$ cat src/rtl/mem_port_arbiter.sv
// Shares one AXI4-Lite command master between instruction fetch (I) and data (D) requesters.
// One transaction in flight; owner gets done one cycle after m_done, or done+err after TIMEOUT wait cycles.
module mem_port_arbiter #(
  parameter int ADDR_W  = 16,
  parameter int DATA_W  = 16,
  parameter int FAIR    = 1,
  parameter int TIMEOUT = 255
) (
  input  logic              clk,
  input  logic              rst,
  input  logic              i_req,
  input  logic [ADDR_W-1:0] i_addr,
  output logic [DATA_W-1:0] i_rdata,
  output logic              i_done,
  output logic              i_err,
  input  logic              d_req,
  input  logic              d_wr,
  input  logic [ADDR_W-1:0] d_addr,
  input  logic [DATA_W-1:0] d_wdata,
  output logic [DATA_W-1:0] d_rdata,
  output logic              d_done,
  output logic              d_err,
  output logic              m_start,
  output logic              m_wr,
  output logic [ADDR_W-1:0] m_addr,
  output logic [DATA_W-1:0] m_wdata,
  input  logic              m_busy,
  input  logic              m_done,
  input  logic [DATA_W-1:0] m_rdata,
  output logic              busy
);
  typedef enum logic [1:0] {IDLE, ISSUE, WAIT, RESP} state_t;

  localparam int CNT_W = (TIMEOUT < 2) ? 1 : $clog2(TIMEOUT + 1);
  localparam logic [CNT_W-1:0] TIMEOUT_C = CNT_W'(TIMEOUT);
  localparam logic OWN_I = 1'b0;
  localparam logic OWN_D = 1'b1;

  state_t              state_q, state_d;
  logic                owner_q, owner_d;
  logic                last_q, last_d;
  logic [ADDR_W-1:0]   addr_q, addr_d;
  logic                wr_q, wr_d;
  logic [DATA_W-1:0]   wdata_q, wdata_d;
  logic [DATA_W-1:0]   i_rdata_q, i_rdata_d;
  logic [DATA_W-1:0]   d_rdata_q, d_rdata_d;
  logic [CNT_W-1:0]    cnt_q, cnt_d;
  logic                err_q, err_d;

  logic                start_ok;
  logic                pick_d;
  logic [CNT_W-1:0]    cnt_inc;
  logic                timed_out;

  assign start_ok  = (i_req | d_req) & ~m_busy;
  // Fair mode hands a conflict to whichever requester did not win last time.
  assign pick_d    = d_req & (~i_req | (FAIR == 0) | (last_q == OWN_I));
  assign cnt_inc   = cnt_q + CNT_W'(1);
  assign timed_out = (TIMEOUT != 0) && (cnt_inc == TIMEOUT_C);

  always_ff @(posedge clk) begin
    if (rst) begin
      state_q   <= IDLE;
      owner_q   <= OWN_I;
      last_q    <= OWN_I;
      addr_q    <= '0;
      wr_q      <= 1'b0;
      wdata_q   <= '0;
      i_rdata_q <= '0;
      d_rdata_q <= '0;
      cnt_q     <= '0;
      err_q     <= 1'b0;
    end else begin
      state_q   <= state_d;
      owner_q   <= owner_d;
      last_q    <= last_d;
      addr_q    <= addr_d;
      wr_q      <= wr_d;
      wdata_q   <= wdata_d;
      i_rdata_q <= i_rdata_d;
      d_rdata_q <= d_rdata_d;
      cnt_q     <= cnt_d;
      err_q     <= err_d;
    end
  end

  always_comb begin : next_state
    state_d = state_q;
    case (state_q)
      IDLE:    if (start_ok) state_d = ISSUE;
      ISSUE:   state_d = WAIT;
      WAIT:    if (m_done || timed_out) state_d = RESP;
      RESP:    state_d = IDLE;
      default: state_d = IDLE;
    endcase
  end

  always_comb begin : datapath
    owner_d   = owner_q;
    last_d    = last_q;
    addr_d    = addr_q;
    wr_d      = wr_q;
    wdata_d   = wdata_q;
    i_rdata_d = i_rdata_q;
    d_rdata_d = d_rdata_q;
    cnt_d     = cnt_q;
    err_d     = err_q;
    case (state_q)
      IDLE: begin
        if (start_ok) begin
          owner_d = pick_d;
          last_d  = pick_d;
          addr_d  = pick_d ? d_addr : i_addr;
          wr_d    = pick_d & d_wr;
          wdata_d = pick_d ? d_wdata : '0;
          cnt_d   = '0;
          err_d   = 1'b0;
        end
      end
      WAIT: begin
        cnt_d = cnt_inc;
        // A response arriving on the timeout cycle still counts as a success.
        if (m_done) begin
          err_d = 1'b0;
          if (!wr_q && owner_q == OWN_D) d_rdata_d = m_rdata;
          if (!wr_q && owner_q == OWN_I) i_rdata_d = m_rdata;
        end else if (timed_out) begin
          err_d = 1'b1;
        end
      end
      default: ;
    endcase
  end

  always_comb begin : outputs
    m_start = (state_q == ISSUE);
    busy    = (state_q != IDLE);
    i_done  = (state_q == RESP) && (owner_q == OWN_I);
    d_done  = (state_q == RESP) && (owner_q == OWN_D);
    i_err   = i_done & err_q;
    d_err   = d_done & err_q;
  end

  assign m_addr  = addr_q;
  assign m_wr    = wr_q;
  assign m_wdata = wdata_q;
  assign i_rdata = i_rdata_q;
  assign d_rdata = d_rdata_q;
endmodule

$ cat config.mk
export PLATFORM = sky130hd
export DESIGN_NAME = mem_port_arbiter
export DESIGN_NICKNAME = d
export VERILOG_FILES = /design/src/rtl/mem_port_arbiter.sv
export SDC_FILE = /design/constraint.sdc
export NUM_CORES = 1
export LEC_CHECK = 0
export ABC_AREA = 1
export CORE_ASPECT_RATIO = 0.6
export CORE_UTILIZATION = 45
export DETAILED_ROUTE_END_ITERATION = 8
export HOLD_SLACK_MARGIN = 0.15
export PLACE_DENSITY = 0.85
export SLEW_MARGIN = 20
export SYNTH_ARGS = -nofsm -noshare
export SYNTH_HDL_FRONTEND = slang
export SYNTH_SLANG_ARGS = --single-unit
$ cat constraint.sdc
create_clock -name clk -period 3.8 [get_ports clk]
set_clock_uncertainty 0.15 [all_clocks]
set_input_delay 0.57 -clock clk [delete_from_list [all_inputs] [get_ports clk]]
set_output_delay 0.57 -clock clk [all_outputs]
set_load 0.01 [all_outputs]
==> qor.csv, run 1 <==
stage,metric,value,unit
global_routing,Congestion Overflow GR,0,
final_layout,layout net count,637,
clock_network,clock insertion delay at the later pin of the skew report,330,ps
clock_network,Post-CTS Setup Bufs,0,
placed_design,DP Worst Slack,1110,ps
yosys,top post-synthesis cells by area,"dfxtp_1 (47%), a21oi_1 (10%), nand2_1 (8.1%), nor2_1 (5.2%), o21ai_1 (4.3%)",
yosys,Mapped Avg Cell Area,7.64,um2
clock_network,Max Root-Sink Buffers,2,
final_layout,register area,1540,um2
sta,Fmax,403,MHz
yosys,Main synth FF type,dfxtp_1,
yosys,Netlist Area Pre-Place,3250,um2
global_routing,antenna violations before repair,0,
sta,final setup margin,1320,ps
yosys,cell taking the most area after synthesis,dfxtp_1,
global_routing,pin count of the biggest net entering global routing,41,
route,routed vias/inst,5.01,
route,DRC viols,10,
route,wire per inst,14.4,um
pwr,leak pwr,1.90,nW
worst_setup_path,CP Class,flop to output pin,
route,WL final,9350,um
clock_network,clock sinks,77,
worst_setup_path,endpoint class of the critical path,output pin,
route,initial DRC count,232,
worst_setup_path,CP max-delay cell,clkdlybuf4s50_1,
pwr,final total power,0.00261,W
placed_design,routability cong.,0.751,
worst_setup_path,WP data required,3080,ps
worst_setup_path,Startpoint Class,flop,
clock_network,cts hold-fix bufs,0,
sta,"Hold Violations, Final",0,
worst_hold_path,Hold Path Class,flop to flop,
sta,RSZ-0062 raised after global routing,no,
clock_network,CTS tree,done,
yosys,sequential area share after synthesis,47.5,%
floorplanning,die height,67.8,um
sta,final setup violation count,0,
clock_network,TritonCTS Buffers,9,
floorplanning,core area,6820,um2
yosys,YS warnings,0,
global_routing,Global Route Usage Sum,25.4,%
pwr,Worst VDD drop,0.000265,V
sta,crit share post-route,65.3,%
final_layout,n_diodes,0,
outcome,failing checks,design-rule violations,
worst_setup_path,CP peak stage delay,540,ps
clock_network,H-tree depth,3,
yosys,Synth Register Bits,77,
floorplanning,Die W,112,um
final_layout,Layout fillers,515,
yosys,Syn Inst Count,425,
route,First-pass DRT Iterations,6,
yosys,syn_nets,503,
placed_design,# port buffers,141,
clock_network,CTS Root Cell,clkbuf_16,
placed_design,placed wire-length estimate,6600,um
yosys,Yosys top cell area share,47.5,%
pwr,Power Density,524,nW/um2
job,max-cap violations,0,
final_layout,layout cells sized above 1,9.75,%
worst_setup_path,arrival time at the worst endpoint,1760,ps
global_routing,first-pass GRT wire length,15000,um
worst_setup_path,crit-path max FO,4,
floorplanning,FP Rows,23,
sta,final setup TNS,0,ps
outcome,status,"complete, but fails checks",
sta,worst slew pin tran,1010,ps
route,ANT nets after route,0,
yosys,number of synthesized flops with an enable pin,0,
final_layout,multi-input logic area,1450,um2
worst_setup_path,crit-path cells,inv_1 -> ha_1 -> inv_2 -> clkdlybuf4s50_1,
sta,"Min Clock Period, post-route",2480,ps
floorplanning,Initial Util,47.6,%
yosys,asr flop ratio synth,0,%
sta,fin. max-slew vios,0,
clock_network,post_cts resized,0,
yosys,Unique masters post-synth,30,
global_routing,number of global-route vias before repair,3159,
sta,Max-slew headroom,32.6,%
clock_network,Worst-path clk slew,60,ps
floorplanning,DIE AREA,7570,um2
final_layout,Area Growth Syn to Fin,53.4,%
route,Vias,3259,
floorplanning,IO Pins,142,
==> cells in the mapped netlist (2+ instances only) <==
library cell / number
nor2_1: 45
buf_2: 9
clkbuf_1: 9
nand2_1: 70
dfxtp_1: 77
inv_1: 34
o21ai_0: 25
nand4_1: 2
a21oi_1: 65
a21oi_2: 11
o21ai_1: 28
nand3_1: 8
nand2_2: 11
ha_1: 7
nor2_2: 2
inv_2: 8
==> routing by layer <==
metal	vias to the layer above	routed length, um	global-route usage, %	share of wire (%)
li1	1651	-	-	-
met1	1460	4120	32.2	44
met2	135	4400	41.9	47
met3	13	716	6.73	7.7
met4	0	115	9.80	1.2
met5	-	0	0	0
==> report_power, final <==
group	leakage (nW)	internal, W	total (W)	switching, W
Combinational	1.13	0.000365	0.000759	0.000394
Sequential	0.626	0.000929	0.00101	0.0000812
Clock	0.138	0.000507	0.000840	0.000333
==> placed cells by master (no fill, tap or decap), types with 3 or more instances in the layout <==
cell type        instances
nand2_1                 70
a21oi_2                 11
nand2_2                 11
inv_2                    8
buf_4                    3
ha_1                     7
dfxtp_1                 77
nand3_1                  8
o21ai_0                 25
clkdlybuf4s50_1        141
a21oi_1                 65
inv_1                   34
nor2_1                  45
o21ai_1                 28
clkbuf_16                9
==> worst max-delay path: cells and delay by family, from the launching register on <==
family | cells | cell delay (ps)
fa+ha+maj | 1 | 270
buf+inv | 3 | 760
flops | 1 | 400
==> per-stage QoR <==
| step | util (%) | std cells | instance area (um2) | hold WS (ps) |
|---|---|---|---|---|
| after detailed placement | 68.7 | 635 | 4690 | 285 |
| after floorplan | - | 425 | 3250 | 307 |
| final | 73.0 | 651 | 4980 | 293 |
| after global placement | 68.7 | 635 | 4690 | 281 |
| after CTS | 73.0 | 651 | 4980 | 295 |
| after global routing | 73.0 | 651 | 4980 | 319 |
==> logic make-up (layout without fill, tap and decap cells) <==
group | Yosys count | in the layout | share of synthesized area [%]
flip-flops | 77 | 77 | 47.5
AND/OR/NAND/NOR | 145 | 145 | 19.5
AO/OA/AOI/OAI | 133 | 133 | 22.4
adder cells (fa/ha/maj) | 7 | 7 | 2.70
buffers and inverters | 63 | 202 | 7.98
==> state kept, by name, indices dropped and copies added (netlist names) <==
| signal | cells |
|---|---|
| cnt_q | 8 |
| m_addr | 16 |
| err_q | 1 |
| last_q | 1 |
| i_rdata | 16 |
| state_q | 2 |
| d_rdata | 16 |
| m_wr | 1 |
| m_wdata | 16 |
==> final cells by class <==
class	count	area share, %
Multi-Input combinational cell	285	29.0
Inverter	42	3.17
Clock inverter	6	1.28
Tap cell	87	2.19
Timing Repair Buffer	144	28.8
Sequential cell	77	30.9
Clock buffer	10	4.60
==> path summary, 6_finish.rpt <==
path | start | to | slack (ps) | cells past startpoint
max reg2reg | state_q[0] | i_rdata[11] | 1390 | 7
min | i_rdata[5] | i_rdata[5] | 290 | 2
min reg2reg | i_rdata[5] | i_rdata[5] | 290 | 2
max | state_q[1] | busy | 1320 | 4
Power figures use the tool's default switching activity.
==> inputs of run 2 (changes only) <==
Settings changed: CORE_UTILIZATION 45 to 42, PLACE_DENSITY 0.85 to 0.8.
Clock period 3.8 ns to 2.5 ns, I/O delays scaled along.
==> qor.csv, run 2 (synthesized netlist as in run 1, its figures left out) <==
stage,metric,value,unit
outcome,status,"complete, no violations",
clock_network,Max Root-Sink Buffers,2,
route,routed vias/inst,4.92,
sta,"Hold Violations, Final",0,
sta,Fmax,447,MHz
clock_network,CTS Root Cell,clkbuf_16,
global_routing,GRT met1 Usage,31.4,%
placed_design,# port buffers,141,
global_routing,pin count of the biggest net entering global routing,33,
global_routing,Congestion Overflow GR,0,
final_layout,layout cells sized above 1,10.2,%
global_routing,grt met3 use,8.51,%
worst_setup_path,crit-path max FO,4,
global_routing,Global Route Usage Sum,24.2,%
route,WL final,9390,um
clock_network,clock sinks,77,
pwr,Worst VDD drop,0.000438,V
floorplanning,IO Pins,142,
sta,final setup violation count,0,
final_layout,layout net count,641,
final_layout,n_diodes,0,
sta,"Min Clock Period, post-route",2240,ps
worst_setup_path,WP data required,1980,ps
floorplanning,FP Rows,24,
floorplanning,Initial Util,44.1,%
floorplanning,core area,7360,um2
floorplanning,die height,70.1,um
clock_network,clock insertion delay at the later pin of the skew report,330,ps
worst_setup_path,Startpoint Class,flop,
placed_design,DP Worst Slack,389,ps
pwr,leak pwr,1.91,nW
route,ANT nets after route,0,
final_layout,"commonest non-fill, non-tap cell in the layout",clkdlybuf4s50_1,
global_routing,antenna violations before repair,0,
global_routing,GR peak layer,met2,
clock_network,H-tree depth,3,
final_layout,multi-input logic area,1450,um2
job,max-cap violations,0,
worst_setup_path,arrival time at the worst endpoint,1710,ps
worst_setup_path,endpoint class of the critical path,output pin,
clock_network,Worst-path clk slew,60,ps
worst_setup_path,RR Startpoint,state_q[1],
global_routing,met2 Use GR,37.3,%
worst_hold_path,Hold Path Class,flop to flop,
route,Vias,3303,
placed_design,routability cong.,0.941,
sta,Hold Slack,292,ps
global_routing,first-pass GRT wire length,15000,um
clock_network,TritonCTS Buffers,9,
worst_setup_path,Critical Path Start,state_q[1],
sta,fin. max-slew vios,0,
placed_design,placed wire-length estimate,6830,um
final_layout,Layout fillers,603,
route,First-pass DRT Iterations,4,
clock_network,Post-CTS Setup Bufs,0,
floorplanning,DIE AREA,8100,um2
route,wire per inst,14.0,um
final_layout,register area,1540,um2
sta,final setup margin,264,ps
sta,Max-slew headroom,75.0,%
sta,RSZ-0062 raised after global routing,no,
floorplanning,Die W,116,um
sta,final setup TNS,0,ps
global_routing,number of global-route vias before repair,3139,
pwr,final total power,0.00385,W
clock_network,post_cts resized,0,
sta,worst slew pin tran,374,ps
worst_hold_path,hold path start,i_rdata[3],
clock_network,CTS tree,done,
worst_setup_path,CP Class,flop to output pin,
pwr,Power Density,771,nW/um2
final_layout,Area Growth Syn to Fin,54.0,%
route,DRC viols,0,
clock_network,cts hold-fix bufs,0,
sta,crit share post-route,89.4,%
final_layout,most frequent cells in the layout,"clkdlybuf4s50_1 (141), dfxtp_1 (77), nand2_1 (70)",
route,initial DRC count,207,
[run 2: cell types whose count changed in the layout (fill, tap and decap cells not counted)]
cell | before | now
clkinv_2 | 2 | 4
clkinvlp_4 | 2 | 1
bufinv_16 | 1 | 0
buf_4 | 3 | 7
clkbuf_1 | 1 | 2
clkinv_4 | 1 | 0
[run 2: area by class of cell]
class                   count  share of cell area, %
clock buffers              11                   4.65
multi-input cells         285                   28.9
well taps                 104                   2.60
clock inverters             5                  0.551
repair buffers            148                   29.3
inverters                  42                   3.15
flip-flops and latches     77                   30.8
[run 2: critical path, cell delays in order (launching register included)]
cell	delay, ps
dfxtp_1	380
inv_1	110
ha_1	270
inv_2	80
clkdlybuf4s50_1	530
[run 2: stage by stage]
step           area (um2)  util [%]  instances
2_1_floorplan        3250         -        425
3_3_place_gp         4740      64.4        656
3_5_place_dp         4740      64.4        656
4_1_cts              5000      68.0        672
5_1_grt              5000      68.0        672
6_report             5000      68.0        672
[run 2: path summary, 6_finish.rpt]
kind                     end  slack [ps]  cells past startpoint
setup / recovery        busy         260                      4
hold / removal    i_rdata[3]         290                      2
setup reg to reg  m_addr[10]         700                      6
hold reg to reg   i_rdata[3]         290                      2
[run 2: power breakdown]
group          switching, W  total (W)  leakage, nW  internal (W)
Sequential         0.000124    0.00154        0.626       0.00141
Combinational      0.000595    0.00116         1.15      0.000565
Clock              0.000491    0.00116        0.129      0.000665
Total               0.00121    0.00385         1.91       0.00264
[run 2: per-layer routing]
layer / vias to the layer above / routed length [um]
met5: - / 0
met4: 0 / 194
met3: 19 / 706
met2: 128 / 4280
met1: 1499 / 4210
li1: 1657 / -
